===== src/rtl/dm_copy_engine.sv =====
// Block-copy initiator for the single-ported data memory: one read then one write per word.
// Optional running checksum of copied words when DM_COPY_CHECKSUM_EN is defined.
module dm_copy_engine #(
    parameter int AW = 16,
    parameter int DW = 16,
    parameter int LW = 14
) (
    input  logic          clk,
    input  logic          rst_n,
    input  logic          start,
    input  logic          abort,
    input  logic [AW-1:0] src_addr,
    input  logic [AW-1:0] dst_addr,
    input  logic [LW-1:0] len,
    output logic          busy,
    output logic          done,
    output logic [AW-1:0] dm_addr,
    output logic          dm_re,
    output logic          dm_we,
    output logic [DW-1:0] dm_wrt_data,
    input  logic [DW-1:0] dm_rd_data
`ifdef DM_COPY_CHECKSUM_EN
    ,
    output logic [DW-1:0] checksum
`endif
);

    typedef enum logic [1:0] {
        IDLE  = 2'd0,
        READ  = 2'd1,
        WRITE = 2'd2
    } state_t;

    state_t        state_q, state_d;
    logic [AW-1:0] src_q, src_d;
    logic [AW-1:0] dst_q, dst_d;
    logic [LW-1:0] rem_q, rem_d;
    logic [AW-1:0] addr_d;
    logic          re_d, we_d, done_d;
    logic [DW-1:0] wdata_d;
`ifdef DM_COPY_CHECKSUM_EN
    logic [DW-1:0] sum_d;
`endif

    assign busy = (state_q != IDLE);

    // NOTE: sequential state uses non-blocking assignments only, so every register
    // updates from the same pre-edge values regardless of statement order.
    always_ff @(posedge clk or negedge rst_n) begin
        if (!rst_n) begin
            state_q     <= IDLE;
            src_q       <= '0;
            dst_q       <= '0;
            rem_q       <= '0;
            dm_addr     <= '0;
            dm_re       <= 1'b0;
            dm_we       <= 1'b0;
            dm_wrt_data <= '0;
            done        <= 1'b0;
`ifdef DM_COPY_CHECKSUM_EN
            checksum    <= '0;
`endif
        end else begin
            state_q     <= state_d;
            src_q       <= src_d;
            dst_q       <= dst_d;
            rem_q       <= rem_d;
            dm_addr     <= addr_d;
            dm_re       <= re_d;
            dm_we       <= we_d;
            dm_wrt_data <= wdata_d;
            done        <= done_d;
`ifdef DM_COPY_CHECKSUM_EN
            checksum    <= sum_d;
`endif
        end
    end

    // NOTE: every variable gets its hold/idle default first, so no branch of the
    // case below can leave one unassigned and infer a latch.
    always_comb begin
        state_d = state_q;
        src_d   = src_q;
        dst_d   = dst_q;
        rem_d   = rem_q;
        addr_d  = dm_addr;
        re_d    = 1'b0;
        we_d    = 1'b0;
        wdata_d = dm_wrt_data;
        done_d  = 1'b0;
`ifdef DM_COPY_CHECKSUM_EN
        sum_d   = checksum;
`endif

        case (state_q)
            IDLE: begin
                // abort is deliberately ignored here; start always wins in IDLE.
                if (start) begin
`ifdef DM_COPY_CHECKSUM_EN
                    sum_d = '0;
`endif
                    if (len != '0) begin
                        state_d = READ;
                        src_d   = src_addr;
                        dst_d   = dst_addr;
                        rem_d   = len;
                        addr_d  = src_addr;
                        re_d    = 1'b1;
                    end else begin
                        done_d = 1'b1;
                    end
                end
            end

            READ: begin
                if (abort) begin
                    state_d = IDLE;
                end else begin
                    state_d = WRITE;
                    wdata_d = dm_rd_data;
                    addr_d  = dst_q;
                    we_d    = 1'b1;
                    src_d   = src_q + AW'(1);
`ifdef DM_COPY_CHECKSUM_EN
                    sum_d   = checksum + dm_rd_data;
`endif
                end
            end

            WRITE: begin
                if (abort) begin
                    state_d = IDLE;
                end else begin
                    dst_d = dst_q + AW'(1);
                    rem_d = rem_q - LW'(1);
                    if (rem_q > LW'(1)) begin
                        state_d = READ;
                        addr_d  = src_q;
                        re_d    = 1'b1;
                    end else begin
                        state_d = IDLE;
                        done_d  = 1'b1;
                    end
                end
            end

            default: state_d = IDLE;
        endcase
    end

endmodule


===== config.mk =====
export PLATFORM = sky130hd
export DESIGN_NAME = dm_copy_engine
export DESIGN_NICKNAME = d
export VERILOG_FILES = /design/src/rtl/dm_copy_engine.sv
export SDC_FILE = /design/constraint.sdc
export NUM_CORES = 1
export LEC_CHECK = 0
export BUFFER_PORTS_ARGS = -buffer_cell sky130_fd_sc_hd__buf_2
export CAP_MARGIN = 0
export CORE_MARGIN = 5
export CORE_UTILIZATION = 35
export CTS_CLUSTER_DIAMETER = 150
export CTS_CLUSTER_SIZE = 20
export DETAILED_ROUTE_END_ITERATION = 12
export GPL_TIMING_DRIVEN = 0
export PLACE_DENSITY = 0.66
export SYNTH_ARGS = -nofsm -noshare
export SYNTH_HDL_FRONTEND = slang
export SYNTH_SLANG_ARGS = --single-unit

===== constraint.sdc =====
create_clock -name clk -period 7.3 [get_ports clk]
set_clock_uncertainty 0.15 [all_clocks]
set_input_delay 0 -clock clk [delete_from_list [all_inputs] [get_ports clk]]
set_output_delay 0 -clock clk [all_outputs]
set_load 0.01 [all_outputs]

## Word-level counts from Yosys, hierarchy flattened

Index checks and enable logic that the tools add are counted.

| storage, ports and cells | value |
|---|---|
| memories | 0 |
| memory bits (writable) | 0 |
| bits in read-only memories | 0 |
| latch bits | 0 |
| register bits after elaboration | 83 |
| output and inout bits | 36 |

| cells by class | value |
|---|---|
| magnitude comparators | 1 |
| bitwise logic cells | 1 |
| reduce and logical (&&, ||, !) cells | 11 |
| add/sub/neg operators | 3 |
| $mul | 0 |
| equality and inequality tests | 7 |
| shifts and indexed selects | 0 |
| mux-type cells | 34 |
| div/mod/pow operators | 0 |

Operators by type and width:

| cell | count |
|---|---|
| 2-to-1 mux 16 bit | 9 |
| one-hot mux 16 bit (2 select lines) | 2 |
| one-hot mux 16 bit (3 select lines) | 1 |
| 2-to-1 mux 14 bit | 3 |
| adder 16 x 1 -> 16 bit, second input constant | 2 |
| one-hot mux 14 bit (2 select lines) | 1 |
| greater-than comparator 14 x 1 -> 1 bit, second input constant | 1 |
| nonzero test 14 bit | 1 |
| subtractor 14 x 1 -> 14 bit, second input constant | 1 |
| 2-to-1 mux 1 bit | 12 |
| != test 2 bit, second input constant | 5 |
| AND reduction 4 bit | 2 |
| 2-to-1 mux 2 bit | 3 |
| one-hot mux 2 bit (3 select lines) | 1 |
| AND reduction 6 bit | 1 |
| nonzero test 2 bit | 3 |
| one-hot mux 1 bit (2 select lines) | 2 |
| AND reduction 2 bit | 2 |
| nonzero test 3 bit | 1 |
| == test 2 x 1 -> 1 bit, second input constant | 1 |
| == test 2 bit, second input constant | 1 |
| logical NOT 2 bit | 1 |
| NOT 1 bit | 1 |

## Longest topological paths before layout

| logic depth | value |
|---|---|
| depth in word-level cells | 4 |
| mapped depth | 10 |
| gate-level depth less buffers | 7 |

## Least setup slack after synthesis

OpenSTA, ideal clock, no wires.

| timing | value |
|---|---|
| kind | reg2reg |
| from | reg state_q[1] |
| to | reg dm_wrt_data[10] |
| setup time | 0.125 ns |
| cell stages (with the launch flop) | 8 |
| buffers on the path | 3 |
| setup slack | 4.986 ns |
| period minus slack after synthesis | 2.314 ns |
| arrival | 2.039 ns |
| cells stage by stage | dfrtp_1 > inv_1 > ha_1 > clkbuf_1 > nor2b_1 > buf_1 > clkbuf_1 > mux2_2 |

| on the way | value |
|---|---|
| longest elaborated chain between the ends | 2 |

Ends and longest elaborated chain:

| element | line | text |
|---|---|---|
| start, declared | 34 | `state_t state_q, state_d;` |
| start signal, assigned | 64 | `state_q <= state_d;` |
| == test 2 x 1 -> 1 bit | 95 | `case (state_q)` |
| AND reduction 2 bit (no source line) | n/a |  |
| end signal, assigned | 71 | `dm_wrt_data <= wdata_d;` |
| end, declared | 20 | `output logic [DW-1:0] dm_wrt_data,` |

No other way between the ends.
A chain may end at the register's enable or synchronous reset.

## Worst setup path in the final report

| timing | value |
|---|---|
| from | reg state_q[0] |
| to | reg rem_q[5] |

| on the way | value |
|---|---|
| longest elaborated chain between the ends | 3 |
| elaborated cells between the ends (all ways) | 8 |
| classes of those cells | eq/ne: 4; mux: 1; reduce/logical: 3 |

Ends and longest elaborated chain:

| element | line | text |
|---|---|---|
| == test 2 bit / logical NOT 2 bit (equally long branches) | 95 |  |
| != test 2 bit (no source line) / nonzero test 2 bit (equally long branches) | n/a |  |
| AND reduction 4 bit (no source line) | n/a |  |
| end signal, assigned | 67 | `rem_q <= rem_d;` |
| end, declared | 37 | `logic [LW-1:0] rem_q, rem_d;` |

Parallel ways exist; a longest one is shown, timed or not.

==> out/results.ini <==
[yosys]
synth-async-reset-ratio = 1.00
yosysUniqueCellTypes = 58
synth-seq-cells = 83
avgSynthCellArea_um2 = 8.93
netlist_area_um2 = 4790
synth_nets = 611
synth_edf_count = 0
synth-seq-area-share = 0.433
yosysWarnings = 0
post_synth_inst_count = 537
synthFlopType = dfrtp_1

[critical_path]
cp-start-kind = flop
critPathRequiredTime_ns = 7.35
critPathKind = reg -> reg
cp.arrival_ns = 3.09
cp_max_fo = 10
crit_path_end_kind = flop

[placed_design]
place.gp.congestion = 0.942
hpwlAfterDp_mm = 11.8
io_buffers = 101

[grt]
grt_pass1_wl_mm = 27.3
antenna_found_initial = 0
global_route.usage.total = 0.209
grt_overflow = 0
grt_max_degree = 68
grt_pass1_vias = 5253

[pwr]
leakagePower_nw = 2.72
p_sw_w = 0.00134
pwr-share-comb = 0.513
p_int_w = 0.00155
peakVddDrop_mv = 0.176
clkPwrFrac = 0.169
sequentialPowerShare = 0.318
p_sw_frac = 0.463
cellPowerDensity_nw_per_um2 = 442

[die]
die_h_um = 127
boundaryPins = 102
core.rowCount = 42
core_um2 = 13300
die_x_um = 127
die-area_um2 = 16100
initial_utilization = 0.359

[sta]
fmax_ghz = 0.329
setup-tns-final_ns = 0
fin_crit_sh = 0.416
maxSlewHeadroom = 0.421
slew_viol_final = 0
setup_viol = 0
hold_viol = 0
rsz0062_at_grt = false
fin_crit_ns = 3.04
worst_pin_slew_ns = 0.860

[clock_network]
root_buffer = clkbuf_16
clk_latency_ns = 0.34
htreeDepth = 3
cts_resized = 0
numCtsBuffers = 9
post_cts.repair.setup_buffers = 0
cts_tree = built
cts_sinks = 83
clock_path_buffers = 2
cts.clk_slew.worst_paths_ns = 0.06

[routing]
routed_wl_mm = 16.9
ant_nets = 0
via_per_inst = 5.76
drc = 0
firstDrtPassIters = 7
first_iter_violations = 497
via_count = 5171
wire_per_inst_um = 18.8

[finish]
layout-area-overhead-vs-synth_pct = 36.2
layout.area.seq_um2 = 2080
layout-drive-gt1-share = 0.217
antenna_cells = 0
final_net_count = 791
multi_input_area_um2 = 2500
num-fill-cells = 1266
final_util = 0.489

[hold_path]
hold_class = in -> async

[flow_run]
maxCapViolCount = 0

[outcome]
status = complete, no violations

## metal layers
layer,global-route usage,part of all wire,vias to the layer above
met3,0.0342,0.063,40
met5,0,0,-
met1,0.272,0.42,2503
met4,0.0934,0.028,0
met2,0.344,0.49,231
li1,-,-,2397
## through the flow
| stage | cells | setup WS [ns] | instance area [um^2] | hold slack (ns) | power [W] |
|---|---|---|---|---|---|
| floorplan | 537 | 4.99 | 4790 | -0.446 | 0.00183 |
| global placement | 814 | 4.39 | 5520 | 0.0690 | 0.00229 |
| detailed placement | 815 | 4.37 | 5550 | -0.265 | 0.00234 |
| CTS | 898 | 4.38 | 6530 | 0.0805 | 0.00286 |
| global route | 898 | 4.15 | 6530 | 0.124 | 0.00309 |
| finish | 898 | 4.26 | 6530 | 0.0623 | 0.00288 |
## path summary, 6_finish.rpt
| check | end | start | slack (ns) | depth (start not counted) |
|---|---|---|---|---|
| max | rem_q[5] | state_q[0] | 4.26 | 9 |
| min | dm_wrt_data[7] | rst_n | 0.06 | 3 |
| max reg2reg | rem_q[5] | state_q[0] | 4.26 | 9 |
| min reg2reg | dm_addr[1] | dm_addr[1] | 0.33 | 2 |
| max in group asynchronous | dm_wrt_data[3] | rst_n | 5.88 | 3 |
| min in group clk | dst_q[6] | dst_addr[6] | 0.26 | 4 |
## repair_timing
item / 4_1_cts / 5_1_grt
hold buffers: 67 / 0
hold endpoints to repair: 163 / 0
setup endpoints to repair: 0 / 0
## power groups by stage
stage | Sequential, W | Combinational (W) | Clock, W
2_1_floorplan | 0.000908 | 0.000918 | 0
3_3_place_gp | 0.000903 | 0.00139 | 0
3_5_place_dp | 0.000913 | 0.00142 | 0
4_1_cts | 0.000910 | 0.00146 | 0.000496
5_1_grt | 0.000948 | 0.00162 | 0.000514
6_report | 0.000918 | 0.00148 | 0.000487
## final cells by class
cell class              instances  area share
flip-flops and latches         83       0.318
inverters                      13     0.00747
clock buffers                  11      0.0356
plain buffers                  39      0.0264
well taps                     176      0.0337
clock inverters                 5      0.0119
repair buffers                169       0.185
multi-input cells             402       0.382
## sequential cells by signal, indices dropped and copies added (netlist names)
signal / cells
done: 1
dm_we: 1
state_q: 2
dm_re: 1
rem_q: 14
dm_addr: 16
dm_wrt_data: 16
src_q: 16
dst_q: 16
## kinds of logic after synthesis
family | Yosys count | synth area share
and+or+nand+nor | 183 | 0.188
muxes | 23 | 0.0527
buffers and inverters | 52 | 0.0462
adders and majority gates | 8 | 0.0209
AOI/OAI and AO/OA | 188 | 0.259
DFF | 83 | 0.433
## cells in the mapped netlist, types with 3 or more instances
cell	instances	share of area
nor4_1	10	0.013
buf_1	3	0.0023
o22ai_1	26	0.034
o21ai_0	54	0.056
dfrtp_1	83	0.43
a21o_1	3	0.0047
buf_2	5	0.0052
nand4_1	10	0.013
nor3_1	18	0.019
ha_1	8	0.021
nand2b_1	5	0.0065
nand3_1	19	0.020
inv_1	13	0.010
or4_1	3	0.0047
and4_1	3	0.0055
nand2_1	66	0.052
o21ai_1	3	0.0031
o31ai_1	5	0.0078
nor2b_1	5	0.0065
mux2i_1	5	0.010
a211oi_1	7	0.011
buf_4	3	0.0047
mux2_2	18	0.042
a21oi_1	33	0.034
clkbuf_1	26	0.020
o32ai_1	5	0.0091
or3_1	3	0.0039
a22oi_1	25	0.039
and3_1	5	0.0065
nor2_1	26	0.020
o2111ai_1	6	0.011
## cells in the final DEF (no fill, tap or decap), types with 4 or more instances in the layout
cell type	count
buf_2	105
dfrtp_1	83
dlygate4sd3_1	67
nand2_1	66
o21ai_0	54
a21oi_1	33
clkbuf_1	28
nor2_1	26
o22ai_1	26
a22oi_1	25
nand3_1	19
nor3_1	18
mux2_2	18
inv_1	13
nor4_1	10
nand4_1	10
clkbuf_16	9
ha_1	8
a211oi_1	7
o2111ai_1	6
nor2b_1	5
nand2b_1	5
o32ai_1	5
and3_1	5
o31ai_1	5
mux2i_1	5
buf_4	4
## worst max-delay path, stage by stage (launching register included)
cell and delay [ns]:
dfrtp_1 0.41, inv_1 0.12, ha_1 0.19, clkbuf_1 0.44, nand2_1 0.14, a41oi_1 0.51
nand2_1 0.28, clkbuf_1 0.34, o22ai_1 0.23, a21oi_1 0.06
Note: power is estimated with default switching activity, not from simulation.
